`src/rtl/mem_stage.sv`:
```
// Memory-access stage: one load or store per start pulse, with lane steering and load extension.
// Optional MISALIGN_TRAP_EN rejects misaligned halfword/word accesses instead of aligning them.
module mem_stage #(
  parameter int unsigned RD_LATENCY = 1,
  parameter int unsigned XLEN       = 32
) (
  input  logic            clk,
  input  logic            reset,
  input  logic            start_i,
  input  logic            is_store_i,
  input  logic [2:0]      funct3_i,
  input  logic [XLEN-1:0] addr_i,
  input  logic [XLEN-1:0] wdata_i,
  output logic            busy_o,
  output logic            done_o,
  output logic            err_o,
  output logic [XLEN-1:0] load_data_o,
  output logic [XLEN-1:0] ram_addr_o,
  output logic            ram_we_o,
  output logic [3:0]      ram_be_o,
  output logic [XLEN-1:0] ram_data_o,
  input  logic [XLEN-1:0] ram_data_i
);

  typedef enum logic [1:0] {StIdle, StReq, StWait, StDone} state_e;

  localparam logic [1:0] WaitInit = (RD_LATENCY > 0) ? 2'(RD_LATENCY - 1) : 2'd0;

  state_e          state_q;
  logic            is_store_q;
  logic [2:0]      funct3_q;
  logic [1:0]      off_q;
  logic [1:0]      cnt_q;

  logic            reject;
  logic [3:0]      st_be;
  logic [XLEN-1:0] st_data;
  logic [7:0]      ld_byte;
  logic [15:0]     ld_half;
  logic [XLEN-1:0] ld_val;

  always_comb begin
    reject = is_store_i ? (funct3_i[2] | (funct3_i[1:0] == 2'b11))
                        : ((funct3_i == 3'b011) | (funct3_i[2:1] == 2'b11));
`ifdef MISALIGN_TRAP_EN
    if ((funct3_i[1:0] == 2'b01) && addr_i[0]) reject = 1'b1;
    if ((funct3_i[1:0] == 2'b10) && (addr_i[1:0] != 2'b00)) reject = 1'b1;
`endif
  end

  always_comb begin
    st_be   = 4'b1111;
    st_data = wdata_i;
    case (funct3_i[1:0])
      2'b00: begin
        st_be   = 4'b0001 << addr_i[1:0];
        st_data = {(XLEN/8){wdata_i[7:0]}};
      end
      2'b01: begin
        st_be   = addr_i[1] ? 4'b1100 : 4'b0011;
        st_data = {(XLEN/16){wdata_i[15:0]}};
      end
      default: ;
    endcase
  end

  always_comb begin
    ld_byte = ram_data_i[{off_q, 3'b000} +: 8];
    ld_half = off_q[1] ? ram_data_i[31:16] : ram_data_i[15:0];
    case (funct3_q)
      3'b000:  ld_val = {{(XLEN-8){ld_byte[7]}}, ld_byte};
      3'b001:  ld_val = {{(XLEN-16){ld_half[15]}}, ld_half};
      3'b100:  ld_val = {{(XLEN-8){1'b0}}, ld_byte};
      3'b101:  ld_val = {{(XLEN-16){1'b0}}, ld_half};
      default: ld_val = ram_data_i;
    endcase
  end

  // Outputs are registered and updated on the same edge as the state they belong to.
  always_ff @(posedge clk) begin
    if (!reset) begin
      state_q     <= StIdle;
      is_store_q  <= 1'b0;
      funct3_q    <= 3'b000;
      off_q       <= 2'b00;
      cnt_q       <= 2'b00;
      busy_o      <= 1'b0;
      done_o      <= 1'b0;
      err_o       <= 1'b0;
      load_data_o <= '0;
      ram_addr_o  <= '0;
      ram_we_o    <= 1'b0;
      ram_be_o    <= 4'b0000;
      ram_data_o  <= '0;
    end else begin
      case (state_q)
        StIdle: begin
          if (start_i) begin
            is_store_q <= is_store_i;
            funct3_q   <= funct3_i;
            off_q      <= addr_i[1:0];
            busy_o     <= 1'b1;
            if (reject) begin
              state_q <= StDone;
              done_o  <= 1'b1;
              err_o   <= 1'b1;
            end else begin
              state_q    <= StReq;
              ram_addr_o <= {addr_i[XLEN-1:2], 2'b00};
              ram_we_o   <= is_store_i;
              ram_be_o   <= is_store_i ? st_be : 4'b0000;
              ram_data_o <= is_store_i ? st_data : '0;
            end
          end
        end
        StReq: begin
          ram_we_o   <= 1'b0;
          ram_be_o   <= 4'b0000;
          ram_data_o <= '0;
          if (is_store_q || (RD_LATENCY == 0)) begin
            state_q    <= StDone;
            done_o     <= 1'b1;
            ram_addr_o <= '0;
            if (!is_store_q) load_data_o <= ld_val;
          end else begin
            state_q <= StWait;
            cnt_q   <= WaitInit;
          end
        end
        StWait: begin
          if (cnt_q == 2'd0) begin
            state_q     <= StDone;
            done_o      <= 1'b1;
            ram_addr_o  <= '0;
            load_data_o <= ld_val;
          end else begin
            cnt_q <= cnt_q - 2'd1;
          end
        end
        StDone: begin
          state_q <= StIdle;
          busy_o  <= 1'b0;
          done_o  <= 1'b0;
          err_o   <= 1'b0;
        end
        default: state_q <= StIdle;
      endcase
    end
  end

endmodule

```
`config.mk`:
```
export PLATFORM = sky130hd
export DESIGN_NAME = mem_stage
export DESIGN_NICKNAME = d
export VERILOG_FILES = /design/src/rtl/mem_stage.sv
export SDC_FILE = /design/constraint.sdc
export NUM_CORES = 1
export LEC_CHECK = 0
export CAP_MARGIN = 5
export CORE_AREA = 2 2 82 143
export CTS_CLUSTER_SIZE = 16
export DETAILED_ROUTE_END_ITERATION = 10
export DIE_AREA = 0 0 84 145
export PLACE_DENSITY = 0.84
export SETUP_SLACK_MARGIN = 0.5
export SYNTH_ARGS = -nofsm -noshare
export SYNTH_HDL_FRONTEND = slang
export SYNTH_SLANG_ARGS = --single-unit
```
`constraint.sdc`:
```
create_clock -name clk -period 2.8 [get_ports clk]
set_input_delay 0.28 -clock clk [delete_from_list [all_inputs] [get_ports clk]]
set_output_delay 0.28 -clock clk [all_outputs]
set_load 0.01 [all_outputs]
```
After elaboration in Yosys (flattened, before gate mapping)
Cells that the tools add are included.
Widths: inputs -> output; s select.
- register bits: 114
- bits in latches: 0
- bits in writable memories: 0
- ROM bits: 0
- input port bits: 103
- output and inout port bits: 104
- word-level logic and storage cells: 90
- memories: 0
- $add $sub $neg: 1
- $mul: 0
- divide/modulo/power cells: 0
- order comparisons: 0
- eq/ne operators: 17
- shift-type cells: 2
- muxes and demuxes: 38
- bitwise gates (word level): 2
- reduce and logical (&&, ||, !) cells: 17
- operators by type and width (cell ; number):
    $mux 32 ; 7
    $pmux 32 s2 ; 2
    $pmux 32 s4 ; 1
    $pmux 32 s3 ; 1
    $shiftx 32x6->8 ; 1
    $mux 16 ; 1
    $mux 4 ; 4
    $pmux 4 s2 ; 2
    $ne 2x2->1 const B ; 7
    $mux 2 ; 5
    $mux 1 ; 9
    $reduce_and 3->1 ; 3
    $eq 2x2->1 const B ; 4
    $pmux 2 s4 ; 1
    $reduce_and 2->1 ; 4
    $eq 3x3->1 const B ; 2
    $logic_not 2->1 ; 3
    $pmux 1 s2 ; 3
    $reduce_bool 2->1 ; 3
    $reduce_and 5->1 ; 1
    $eq 2x1->1 const B ; 2
    $pmux 1 s4 ; 1
    $pmux 2 s2 ; 1
    $reduce_and 4->1 ; 1
    7 further kinds ; 8

Logic depth before layout (Yosys ltp)
Gate-level depths: netlist (run 1).
- depth after elaboration: 6
- mapped depth: 9
- mapped depth without buffers: 6

Worst setup path after synthesis (run 1)
No wires, ideal clock.
- path type: register to register
- start: register state_q[0]
- end: register ram_data_o[13]
- setup time: 128 ps
- data arrival time: 1618 ps
- required time: 2672 ps
- setup slack: 1055 ps
- stages on the path, launching flop included: 10
- buffers on the path: 3
- clock period less this slack: 1745 ps
- cell sequence: dfxtp_1 inv_1 ha_1 and2_1 buf_4 o2111a_1 buf_4 buf_4 a22oi_1 nor2_1
- cells in the longest elaborated chain, start to end: 3
- elaborated cells between the ends (all ways): 7
- classes of those cells: eq/ne: 3; mux: 1; reduce/logical: 3
- ends and longest elaborated chain (item ; line ; RTL):
    start: declaration ; 29 ; state_e state_q;
    start signal: assignment ; 82 ; state_q <= StIdle;
    start signal: assignment ; 104 ; state_q <= StDone;
    start signal: assignment ; 108 ; state_q <= StReq;
    $eq 2x1->1 or $logic_not 2->1 (tied branches) ; 96 ; case (state_q)
    $reduce_bool 2->1 (no line) or $ne 2x2->1 (tied branches) ; n/a ;
    $reduce_and 3->1 (no line) ; n/a ;
    end signal: assignment ; 112 ; ram_data_o <= is_store_i ? st_data : '0;
    end: declaration ; 21 ; output logic [XLEN-1:0] ram_data_o,
Parallel ways exist; a longest one is shown, timed or not.
A chain may end at the register's enable or synchronous reset.

Worst setup path in the final report (run 1)
- start: register state_q[1]
- end: register ram_be_o[1]
- cells in the longest elaborated chain, start to end: 3
- elaborated cells between the ends (all ways): 7
- classes of those cells: eq/ne: 3; mux: 1; reduce/logical: 3
- ends and longest elaborated chain (item ; line ; RTL):
    $eq 2x1->1 or $logic_not 2->1 (tied branches) ; 96 ;
    $reduce_bool 2->1 (no line) or $ne 2x2->1 (tied branches) ; n/a ;
    $reduce_and 3->1 (no line) ; n/a ;
    end signal: assignment ; 111 ; ram_be_o <= is_store_i ? st_be : 4'b0000;
    end: declaration ; 20 ; output logic [3:0] ram_be_o,
Parallel ways exist; a longest one is shown, timed or not.

==> flow_summary.json, run 1 <==
{
  "grt_pass1_wl_um": 24500,
  "gr-usage-all-layers": 0.248,
  "antenna_found_initial": 0,
  "cpPeakStageDelay_ns": 0.35,
  "finalWirelength_um": 15900,
  "synth_top_area_share": 0.448,
  "seq_area_sq_um": 2240,
  "cts_hold_buf": 0,
  "first_iter_violations": 240,
  "synth_edf_count": 0,
  "critPathBufInv": 2,
  "finalMaxSlewViolations": 0,
  "power_w": 0.00599,
  "critical_path_required_ns": 3.09,
  "post-dp-hpwl_um": 11700,
  "synth_top_cell_by_area": "dfxtp_1",
  "n_fill_cell": 878,
  "cts.clk_slew.worst_paths_ns": 0.08,
  "cts_tree": "built",
  "hold_viol_final": 0,
  "h-tree-depth": 3,
  "ys.flop_type": "dfxtp_1",
  "vias_per_cell": 5.70,
  "n_antenna_cell": 0,
  "synth_async_sr_flop_share": 0,
  "layout.nets": 836,
  "power.leakage_nw": 2.74,
  "status": "finished clean",
  "path_class": "flip-flop to flip-flop",
  "gp_congestion": 0.905,
  "ys_warn_count": 0,
  "ys_types": 47,
  "wire_per_inst_um": 18.4,
  "worst_hold_slack_ns": 0.470,
  "crit_family": "compound AO/OA/AOI/OAI gates",
  "synth_seq_area_share": 0.448,
  "finalCriticalPeriod_ns": 2.10,
  "synth_most_common_cell": "dfxtp_1",
  "cts_root_buf": "clkbuf_16",
  "cpMaxStageDelayCell": "buf_4",
  "start_util": 0.453,
  "die_y_um": 145,
  "setup_tns_ns": 0,
  "ioPinCount": 207,
  "min_path_type": "flip-flop to flip-flop",
  "clock.fmax_mhz": 476,
  "drtAntennaViolNets": 0,
  "clock_sinks": 112,
  "overflow": 0,
  "floorplan.die_area_sq_um": 12200,
  "drive_gt1_frac": 0.0873,
  "cts_setup_buffers": 0,
  "worstPathArrival_ns": 2.38,
  "multi_input_area_sq_um": 2470,
  "cp_max_fo": 37,
  "crit_chain": "inv_1, ha_1, and2_2, o2111a_1, buf_4, o21ai_0, a21oi_1",
  "rsz0062_at_grt": "false",
  "synthTopCellsByArea": "dfxtp_1, a21oi_1, a22o_1",
  "dr.pass1.iters": 6,
  "grt_max_degree": 48,
  "synthToLayoutAreaGrowth_pct": 47.8,
  "avgSynthCellArea_sq_um": 9.19,
  "dieWidth_um": 84,
  "clock_latency_ns": 0.35,
  "dp.cells": 849,
  "powerDensity_nw_per_um2": 810,
  "first_global_vias": 4912,
  "cts_buffers": 9,
  "yosys_register_bits": 112,
  "tightest_slew_ns": 0.761,
  "clock-skew-final_ns": 0.00705,
  "relSlewSlack": 0.493,
  "clk_path_buf_depth": 2,
  "fin_crit_sh": 0.750,
  "vdd.ir_drop.worst_uv": 478,
  "final_cells": 865,
  "postSynthCellCount": 544,
  "via_count": 4933,
  "netlist_area_sq_um": 5000,
  "start_kind": "flip-flop",
  "worstSetupEndpointType": "flip-flop",
  "drc_errors": 0,
  "core-area_sq_um": 11000,
  "synthTopCellsByCount": "dfxtp_1, a21oi_1, nand2_1",
  "io_buffers": 204,
  "rows": 51,
  "cts_resized": 0,
  "cap_violations": 0,
  "finalSetupViolations": 0
}
path summary, 6_finish.rpt:
path / from / to / slack, ns / cells past startpoint
worst max-delay path: state_q[1] / ram_be_o[1] / 0.70 / 7
worst min-delay path: ram_be_o[1] / ram_be_o[1] / 0.47 / 2
worst max register to register: state_q[1] / ram_be_o[1] / 0.70 / 7
worst min register to register: ram_be_o[1] / ram_be_o[1] / 0.47 / 2
power by group:
group | total (W) | internal (W) | switching [W]
clock network | 0.00138 | 0.000743 | 0.000640
logic | 0.00243 | 0.00119 | 0.00124
registers | 0.00218 | 0.00196 | 0.000213
worst min-delay path, stage by stage, from the launching register on:
cell	delay, ns
dfxtp_1	0.32
nand2_1	0.06
a21oi_1	0.05
flip-flops by register name (all words and copies together) (netlist names), 2 cells and up:
name / cells
ram_data_o: 32
cnt_q: 2
off_q: 2
funct3_q: 3
ram_addr_o: 30
load_data_o: 32
ram_be_o: 4
state_q: 2
kinds of logic (layout without fill, tap and decap cells):
logic type | count (synthesis) | count (layout) | share of synthesized area
DFF | 112 | 112 | 0.448
adders and majority gates | 5 | 5 | 0.0125
AOI/OAI and AO/OA | 203 | 203 | 0.270
other | 1 | 2 | 0.000750
buffers and inverters | 59 | 247 | 0.0608
and+or+nand+nor | 122 | 122 | 0.117
muxes | 42 | 42 | 0.0898
cell type report:
cell class / count / area share
flip-flops and latches: 112 / 0.303
clock inverters: 6 / 0.0115
well taps: 132 / 0.0223
inverters: 13 / 0.00660
clock buffers: 10 / 0.0323
repair buffers: 218 / 0.290
multi-input cells: 374 / 0.334
layout by cell type (no fill, tap or decap), types with 3 or more instances in the layout:
| cell | instances |
|---|---|
| clkbuf_16 | 9 |
| inv_1 | 11 |
| a22o_1 | 30 |
| o21ai_0 | 39 |
| nand2_1 | 51 |
| nor2_1 | 41 |
| nand2b_1 | 6 |
| nor4bb_1 | 7 |
| clkdlybuf4s50_1 | 204 |
| mux2i_1 | 19 |
| buf_4 | 14 |
| o211ai_1 | 8 |
| nand3b_1 | 8 |
| nor2b_1 | 3 |
| ha_1 | 5 |
| o22a_1 | 7 |
| mux2_2 | 23 |
| a22oi_1 | 34 |
| dfxtp_1 | 112 |
| a21oi_1 | 63 |
| and2_1 | 3 |
layer usage:
metal / up-vias / track usage / wire, um
met2: 242 / 0.449 / 8330
met3: 37 / 0.0631 / 1160
met4: 0 / 0.129 / 644
met1: 2316 / 0.259 / 5760
li1: 2338 / - / -
met5: - / 0 / 0
per-stage QoR:
step	util	cell area (sq um)	worst slack, ns
4_1_cts	0.670	7390	0.626
2_1_floorplan	-	5000	1.05
6_report	0.670	7390	0.700
5_1_grt	0.670	7390	0.563
3_3_place_gp	0.640	7070	0.617
3_5_place_dp	0.640	7070	0.585
No activity file was read; power rests on OpenSTA's default activity.
==> run 2: changes to the inputs <==
Settings changed: CORE_AREA 2 2 82 143 to 2 2 85 148, DIE_AREA 0 0 84 145 to 0 0 87 150, PLACE_DENSITY 0.84 to 0.79.
Clock period 2.8 ns to 2.05 ns, I/O delays scaled along.
==> run 2 against run 1 <==
Net effect:
- global-route usage up 0.83 points
- clock skew barely moved
- die area rose by 7.1%
- non-clock buffer count rose by 33
- maximum frequency rose by 20%
- power up 60%
- sequential power is 39% higher
==> flow_summary.json, run 2 (synthesis results as in run 1) <==
{
  "start_kind": "flip-flop",
  "post-dp-hpwl_um": 12100,
  "rsz0062_at_grt": "true",
  "reg_top3": "load_data_o: 32 flops, ram_data_o: 32 flops, ram_addr_o: 30 flops",
  "crit_end": "ram_addr_o[29]",
  "crit_start": "state_q[1]",
  "setup_tns_ns": 0,
  "worstPathArrival_ns": 2.04,
  "ioPinCount": 207,
  "final_common_cell": "clkdlybuf4s50_1",
  "clock-skew-final_ns": 0.00726,
  "r2r_start": "state_q[1]",
  "cts_buffers": 9,
  "final_cell_mix": "clkdlybuf4s50_1, dfxtp_1, a21oi_1, nand2_1, nor2_1",
  "wire_per_inst_um": 20.0,
  "cap_violations": 0,
  "drive_gt1_frac": 0.202,
  "clock.fmax_mhz": 571,
  "finalMaxSlewViolations": 0,
  "relSlewSlack": 0.658,
  "crit_family": "compound AO/OA/AOI/OAI gates",
  "core-area_sq_um": 11900,
  "finalCriticalPeriod_ns": 1.75,
  "h-tree-depth": 3,
  "fin_crit_sh": 0.854,
  "cts_tree": "built",
  "min_path_type": "input port to flip-flop",
  "cpMaxStageDelayCell": "dfxtp_4",
  "path_class": "flip-flop to flip-flop",
  "status": "finished clean",
  "via_count": 5208,
  "design_area_sq_um": 8250,
  "cp_max_fo": 7,
  "drc_errors": 0,
  "overflow": 0,
  "rows": 53,
  "reg2reg_depth": 9,
  "final_cells": 903,
  "critPathBufInv": 5,
  "crit_cells": 9,
  "floorplan.die_area_sq_um": 13100,
  "dp.cells": 860,
  "clock_sinks": 112,
  "clock_latency_ns": 0.34,
  "cpPeakStageDelay_ns": 0.37,
  "layout.nets": 869,
  "worst_hold_slack_ns": 0.397,
  "vias_per_cell": 5.77,
  "clk_path_buf_depth": 2,
  "critical_path_required_ns": 2.34,
  "die_y_um": 150,
  "dr.pass1.iters": 4,
  "n_antenna_cell": 0,
  "drtAntennaViolNets": 0,
  "cts.clk_slew.worst_paths_ns": 0.08,
  "powerDensity_nw_per_um2": 1160,
  "io_buffers": 204,
  "r2r-end": "ram_addr_o[29]",
  "cts_root_buf": "clkbuf_16",
  "crit_chain": "inv_6, ha_4, inv_2, o221a_4, buf_12, a31oi_4, buf_6, clkbuf_16, a22o_1",
  "antenna_found_initial": 0,
  "grt_pass1_wl_um": 26300,
  "placed_cell_area_sq_um": 7190,
  "finalWirelength_um": 18100,
  "finalSetupViolations": 0,
  "first_global_vias": 5176,
  "grt_max_degree": 46,
  "hold_viol_final": 0,
  "r2r_slack_ns": 0.30,
  "worstSetupEndpointType": "flip-flop",
  "gp_congestion": 0.901,
  "power.leakage_nw": 3.07,
  "dieWidth_um": 87,
  "vdd.ir_drop.worst_uv": 628,
  "synthToLayoutAreaGrowth_pct": 65.0,
  "tightest_slew_ns": 0.508,
  "gr-usage-all-layers": 0.257,
  "first_iter_violations": 156,
  "start_util": 0.421
}
## run 2: cell count changes in the layout (fill, tap and decap cells not counted), sizes merged
cell,change
inv,-2
dlymetal6s2s,+1
clkdlybuf4s50,-2
bufbuf,+2
buf,+28
dlygate4sd2,+1
clkbuf,+4
clkinv,+1
## run 2: worst min path at each step
| stage | startpoint | endpoint | slack, ns | depth (start not counted) |
|---|---|---|---|---|
| after detailed placement | ram_be_o[3] | ram_be_o[3] | 0.45 | 2 |
| after CTS | funct3_i[1] | funct3_q[1] | 0.37 | 3 |
| after floorplan | addr_i[10] | ram_addr_o[10] | 0.33 | 1 |
| final | funct3_i[1] | funct3_q[1] | 0.40 | 3 |
| after global placement | ram_be_o[3] | ram_be_o[3] | 0.44 | 2 |
| after global routing | funct3_i[1] | funct3_q[1] | 0.41 | 3 |
## run 2: worst min-delay path, cell delays in order
cell and delay [ns]:
dlygate4sd2_1 0.33, nand2_1 0.09, a21oi_1 0.05
## run 2: what timing repair did
item | CTS | global route
gates resized for setup | 45 | 39
pin swaps | 21 | 28
hold buffers | 0 | 0
buffers inserted | 14 | 2
endpoints found under the setup margin | 92 | 99
cloned | 7 | 4
## run 2: area by class of cell
| class | instances | area (sq um) |
|---|---|---|
| clock buffer | 11 | 243 |
| clock inverter | 5 | 63.8 |
| fill | 842 | 3620 |
| inverter | 13 | 61.3 |
| multi-input combinational | 374 | 2760 |
| sequential | 112 | 2260 |
| tap | 137 | 171 |
| timing repair buffer | 251 | 2690 |
## run 2: per-layer routing
metal	track usage	up-vias	share of wire
met5	0	-	0
met3	0.0513	61	0.059
met1	0.260	2486	0.34
met2	0.474	251	0.55
met4	0.142	0	0.050
li1	-	2410	-
## run 2: where the power goes
group          leakage, nW  total (W)  internal, W  switching (W)
logic                 2.01    0.00476      0.00258        0.00218
clock network        0.146    0.00180     0.000992       0.000806
registers            0.916    0.00304      0.00269       0.000344
total                 3.07    0.00959      0.00627        0.00333
## run 2: metrics by stage
step | util | total power (W) | worst slack (ns)
detailed placement | 0.605 | 0.00653 | -0.0556
global placement | 0.605 | 0.00643 | 0.0437
finish | 0.695 | 0.00959 | 0.299
global route | 0.695 | 0.0101 | 0.236
CTS | 0.672 | 0.00919 | 0.327
floorplan | - | 0.00487 | 0.487
